$ cat config.mk
export PLATFORM = sky130hd
export DESIGN_NAME = control_sequencer
export DESIGN_NICKNAME = d
export VERILOG_FILES = /design/src/rtl/control_sequencer.sv
export SDC_FILE = /design/constraint.sdc
export NUM_CORES = 1
export LEC_CHECK = 0
export BUFFER_PORTS_ARGS = -buffer_cell sky130_fd_sc_hd__clkbuf_2
export CAP_MARGIN = 40
export CORE_UTILIZATION = 40
export CTS_BUF_LIST = sky130_fd_sc_hd__clkbuf_4 sky130_fd_sc_hd__clkbuf_8
export CTS_CLUSTER_SIZE = 24
export DETAILED_ROUTE_END_ITERATION = 10
export GPL_TIMING_DRIVEN = 0
export PLACE_DENSITY = 0.66
export SETUP_SLACK_MARGIN = 0.1
export SLEW_MARGIN = 5
export SYNTH_ARGS = -nofsm -noshare
export SYNTH_HDL_FRONTEND = slang
export SYNTH_SLANG_ARGS = --single-unit
$ cat constraint.sdc
create_clock -name Clock -period 5.4 [get_ports Clock]
set_input_delay 1.08 -clock Clock [delete_from_list [all_inputs] [get_ports Clock]]
set_output_delay 1.08 -clock Clock [all_outputs]
set_load 0.02 [all_outputs]
$ cat src/rtl/control_sequencer.sv
// Hardwired control unit for the Datapath: walks the fetch/execute T-states,
// decodes IR_Op into one-hot strobes and counts completed instructions.
module control_sequencer (
    input  logic        Clock,
    input  logic        Clear,
    input  logic [4:0]  IR_Op,
    input  logic        Mem_Ready,
    input  logic        Stop,
    output logic        PC_Out,
    output logic        MDR_Out,
    output logic        HI_Out,
    output logic        LO_Out,
    output logic        ZLow_Out,
    output logic        R_Out,
    output logic        PC_In,
    output logic        MAR_In,
    output logic        MDR_In,
    output logic        IR_In,
    output logic        Y_In,
    output logic        Z_In,
    output logic        R_In,
    output logic        G_RA,
    output logic        G_RB,
    output logic        G_RC,
    output logic        IncPC,
    output logic        Read,
    output logic [4:0]  CONTROL,
    output logic        Run,
    output logic        Illegal,
    output logic [15:0] Instr_Count
);

    localparam logic [4:0] OP_ADD  = 5'b00011;
    localparam logic [4:0] OP_SUB  = 5'b00100;
    localparam logic [4:0] OP_MFHI = 5'b10111;
    localparam logic [4:0] OP_MFLO = 5'b11000;
    localparam logic [4:0] OP_NOP  = 5'b11010;
    localparam logic [4:0] OP_HALT = 5'b11011;
    localparam logic [4:0] ALU_ADD = 5'b00011;
    localparam logic [4:0] ALU_SUB = 5'b00100;

    typedef enum logic [2:0] {
        ST_RESET = 3'd0,
        ST_T0    = 3'd1,
        ST_T1    = 3'd2,
        ST_T2    = 3'd3,
        ST_T3    = 3'd4,
        ST_T4    = 3'd5,
        ST_T5    = 3'd6,
        ST_HALT  = 3'd7
    } state_t;

    state_t      state_q;
    state_t      state_d;
    logic [15:0] instr_count_q;
    logic [15:0] instr_count_d;
    logic        instr_end_s;
    logic        halt_op_s;

    // Next-state sequencing and end-of-instruction bookkeeping.
    always_comb begin
        state_d       = state_q;
        instr_count_d = instr_count_q;
        instr_end_s   = 1'b0;
        halt_op_s     = 1'b0;
        case (state_q)
            ST_RESET: state_d = ST_T0;
            ST_T0:    state_d = ST_T1;
            ST_T1: begin
                if (Mem_Ready) begin
                    state_d = ST_T2;
                end else begin
                    state_d = ST_T1;
                end
            end
            ST_T2:    state_d = ST_T3;
            ST_T3: begin
                case (IR_Op)
                    OP_ADD, OP_SUB: state_d = ST_T4;
                    OP_HALT: begin
                        halt_op_s   = 1'b1;
                        instr_end_s = 1'b1;
                    end
                    default: instr_end_s = 1'b1;
                endcase
            end
            ST_T4:    state_d = ST_T5;
            ST_T5:    instr_end_s = 1'b1;
            ST_HALT:  state_d = ST_HALT;
            default:  state_d = ST_RESET;
        endcase
        // Stop is honoured only on the instruction boundary and never latched.
        if (instr_end_s) begin
            instr_count_d = instr_count_q + 16'd1;
            if (halt_op_s || Stop) begin
                state_d = ST_HALT;
            end else begin
                state_d = ST_T0;
            end
        end else begin
            instr_count_d = instr_count_q;
        end
    end

    // State and instruction counter flops with synchronous Clear.
    always_ff @(posedge Clock) begin
        if (Clear) begin
            state_q       <= ST_RESET;
            instr_count_q <= 16'd0;
        end else begin
            state_q       <= state_d;
            instr_count_q <= instr_count_d;
        end
    end

    assign Instr_Count = instr_count_q;

    // Strobe decode from the current T-state and, during execute, the opcode.
    always_comb begin
        PC_Out   = 1'b0;
        MDR_Out  = 1'b0;
        HI_Out   = 1'b0;
        LO_Out   = 1'b0;
        ZLow_Out = 1'b0;
        R_Out    = 1'b0;
        PC_In    = 1'b0;
        MAR_In   = 1'b0;
        MDR_In   = 1'b0;
        IR_In    = 1'b0;
        Y_In     = 1'b0;
        Z_In     = 1'b0;
        R_In     = 1'b0;
        G_RA     = 1'b0;
        G_RB     = 1'b0;
        G_RC     = 1'b0;
        IncPC    = 1'b0;
        Read     = 1'b0;
        CONTROL  = 5'd0;
        Run      = 1'b0;
        Illegal  = 1'b0;
        case (state_q)
            ST_T0: begin
                Run    = 1'b1;
                PC_Out = 1'b1;
                MAR_In = 1'b1;
                IncPC  = 1'b1;
            end
            ST_T1: begin
                Run    = 1'b1;
                Read   = 1'b1;
                MDR_In = 1'b1;
            end
            ST_T2: begin
                Run     = 1'b1;
                MDR_Out = 1'b1;
                IR_In   = 1'b1;
            end
            ST_T3: begin
                Run = 1'b1;
                case (IR_Op)
                    OP_ADD, OP_SUB: begin
                        G_RB  = 1'b1;
                        R_Out = 1'b1;
                        Y_In  = 1'b1;
                    end
                    OP_MFHI: begin
                        HI_Out = 1'b1;
                        G_RA   = 1'b1;
                        R_In   = 1'b1;
                    end
                    OP_MFLO: begin
                        LO_Out = 1'b1;
                        G_RA   = 1'b1;
                        R_In   = 1'b1;
                    end
                    OP_NOP, OP_HALT: Illegal = 1'b0;
                    default: Illegal = 1'b1;
                endcase
            end
            ST_T4: begin
                Run   = 1'b1;
                G_RC  = 1'b1;
                R_Out = 1'b1;
                Z_In  = 1'b1;
                case (IR_Op)
                    OP_ADD:  CONTROL = ALU_ADD;
                    OP_SUB:  CONTROL = ALU_SUB;
                    default: CONTROL = 5'd0;
                endcase
            end
            ST_T5: begin
                Run      = 1'b1;
                ZLow_Out = 1'b1;
                G_RA     = 1'b1;
                R_In     = 1'b1;
            end
            default: Run = 1'b0;
        endcase
    end

endmodule

==> summary.md <==
| Metric | Value |
|---|---|
| Metal3 WL | `roughly 150 um` |
| Critical Path End Type | `output port` |
| Diode count | `0` |
| Crit path max fanout | `7` |
| Vias/cell | `approximately 5.2` |
| Fin crit share | `between 60% and 70%` |
| Reg-to-Reg Start | `Instr_Count[3]` |
| Share of async-settable or async-resettable flops after synthesis | `0%` |
| Die Y | `roughly 61 um` |
| Routed WL per cell | `11.97 um` |
| Worst R2R Path Depth | `5` |
| First-pass GRT wire length | `between 4 and 5 mm` |
| Share of cells above drive strength 1 | `43.72%` |
| Clock power share | `a little over a quarter` |
| Fin Setup TNS | `0 ns` |
| Int Pwr | `about 190 uW` |
| Synth Warn # | `0` |
| Starting Density | `a little over two fifths` |
| Dpl cell area | `between 1500 and 2000 um^2` |
| GRT Overall Usage | `between 15 and 20%` |
| Worst skew pair latency | `roughly 0.3 ns` |
| Post-CTS setup buffer count | `0` |
| Sequential share of power | `a little over half` |
| CTS tree | `built` |
| # DRC | `0` |
| Initial antenna violation count | `0` |
| Max VDD drop | `around 0.067 mV` |
| Synth Area in Compound Gates | `between 20% and 30%` |
| Clock buffer depth | `2` |
| RSZ-0062 raised after global routing | `false` |
| Mapped cell area | `around 1400 um^2` |
| Seq/Total Area, Yosys | `a little over a quarter` |
| DIE AREA | `3715 um^2` |
| XOR/XNOR share of the synthesized area | `0%` |
| Total Wirelength | `~3.1 mm` |
| CTS root buffer | `clkbuf_4` |
| Sw Share | `a little over 30%` |
| Die Width | `60.95 um` |
| DR iter-0 viols | `48` |
| Seq cells post-synth | `19` |
| Status | `completed` |
| Synth Area in Simple Gates | `between 30% and 40%` |
| Synth Instances | `between 150 and 200` |
| HPWL Detailed | `between 2 and 2.5 mm` |
| Commonest non-fill, non-tap cell in the layout | `clkbuf_2` |
| Dominant synthesized flop cell | `dfxtp_1` |
| Min-delay worst type | `reg -> reg` |
| Core Rows | `21` |
| Most frequent cells in the layout | `clkbuf_2, dfxtp_1, buf_4` |
| Met2 WL | `about 1.4 mm` |
| Max-cap check violation count | `0` |
| Wire length on met1 | `about 1.5 mm` |
| Slew Limit Fails | `0` |
| Pwr dens | `about 160 nW/um^2` |
| CTS Buf Count | `3` |
| Post-CTS sizing | `0` |
| Htree depth | `1` |
| Hold path start | `Instr_Count[15]` |
| Largest net degree at the start of global routing | `12` |
| Crit path required time | `4.32 ns` |
| Ports | `50` |
| WHS Path Cells | `2` |
| Setup violations, final | `0` |
| Internal reg-to-reg setup slack | `~3.6 ns` |
| Routed via count | `about 1,400` |
| Fin area | `between 1500 and 2000 um^2` |
| Number of flops mapped to enable cells by yosys | `0` |
| Worst-case clock skew | `around 0.0094 ns` |
| Hold endpoint | `Instr_Count[15]` |
| CTS Sinks | `19` |
| Hold buffers post-CTS | `0` |
| IO Port Bufs | `46` |
| CP Launch Type | `input pin` |
| Combinational cell fraction of total power | `approximately a fifth` |
| Post-synthesis area per instance | `8.528 um^2` |
| Post-route ant nets | `0` |
| Multiplexer share of the synthesized area | `under 10%` |
| Core area | `3337 um^2` |
| Total iterations of the first detailed-routing run | `4` |
| Nets | `226` |
| Largest family of logic cells by synthesized area | `simple AND/OR/NAND/NOR gates` |
| Clock-pin slew on the worst setup and hold paths | `around 0.12 ns` |
| Area grow syn2layout | `23.22%` |
| Kind of critical path | `in -> out` |
| DR top layer | `met4` |
| Minimum clock period | `3.682 ns` |
| Reg-to-reg endpoint | `Instr_Count[13]` |
| Final Hold Viols | `0` |
| Congestion Overflow GR | `0` |
| Leakage | `0.0007258 uW` |
| NetSw | `83.08 uW` |
| WP data arrival | `roughly 2.6 ns` |
| GPL Wtd Cong | `about 0.76` |
| Fmax | `about 0.27 GHz` |
| Synth Area in Adders | `less than 1%` |
| Placed Cells | `around 260` |
| Non-Filler Instances | `between 200 and 300` |
| Total power | `~280 uW` |
| Yosys cell types | `48` |
| Vias in the first global route | `about 1,100` |
## cell type report
type / count / area [um^2]
Tap cell: 46 / 57.56
Timing Repair Buffer: 46 / 230.2
Sequential cell: 19 / 380.4
Buffer: 22 / 163.9
Multi-Input combinational cell: 122 / 845.8
Clock buffer: 3 / 22.52
Clock inverter: 1 / 5.005
Fill cell: 337 / 1624
Inverter: 2 / 7.507
## worst max path at each step
| stage | from | to | cells after the start |
|---|---|---|---|
| after floorplan | IR_Op[4] | Illegal | 4 |
| after global placement | IR_Op[1] | Y_In | 6 |
| after detailed placement | IR_Op[1] | Y_In | 6 |
| after CTS | IR_Op[1] | Y_In | 6 |
| after global routing | IR_Op[1] | Y_In | 6 |
| final | IR_Op[1] | Y_In | 6 |
## layer usage
metal,vias up,track usage [%]
met2,47,28.57
met1,612,22.08
met4,0,4.870
met3,2,1.919
li1,704,-
met5,-,0
## cell families after synthesis
kind of cell	Yosys count
flops	19
other cells	1
mux	2
simple gates	76
compound gates	40
buf+inv	24
fa+ha+maj	1
## flip-flops by register name, indices dropped and copies added (netlist names)
register and count:
state_q 3, Instr_Count 16
## synth_stat cells, drive strengths merged (3+ instances only)
library cell   n  area (um^2)
nand2          9        33.78
nand4          6        43.79
clkbuf         3        11.26
or3            3        22.52
and2           3        20.02
nor2          11        41.29
or4            9        68.82
nor3           6        40.04
nand3          7        35.03
a21oi         18        123.9
o21ai          5        28.78
dfxtp         19        380.4
buf           19        152.7
and4           4        36.29
o31ai          9        67.56
nor2b          6        37.54
## metrics by stage
step,hold slack [ns],worst slack (ns),util [%]
2_1_floorplan,0.5593,1.752,-
3_3_place_gp,0.4772,1.732,50.51
3_5_place_dp,0.4887,1.725,50.51
4_1_cts,0.5059,1.719,51.33
5_1_grt,0.5291,1.680,51.33
6_report,0.4971,1.718,51.33
## power groups by stage
stage	Sequential [uW]	Clock, uW	Combinational [uW]
floorplan	147	0	41.0
global placement	148	0	57.0
detailed placement	148	0	57.3
CTS	145	75.2	57.4
global route	145	79.2	62.3
finish	145	73.0	57.4
## worst max-delay path, cell delays in order
cell,delay (ns)
clkbuf_2,0.13
or3b_4,0.45
a2111o_1,0.51
nor2_1,0.16
buf_4,0.12
clkbuf_2,0.15
Note: power is estimated with default switching activity, not from simulation.
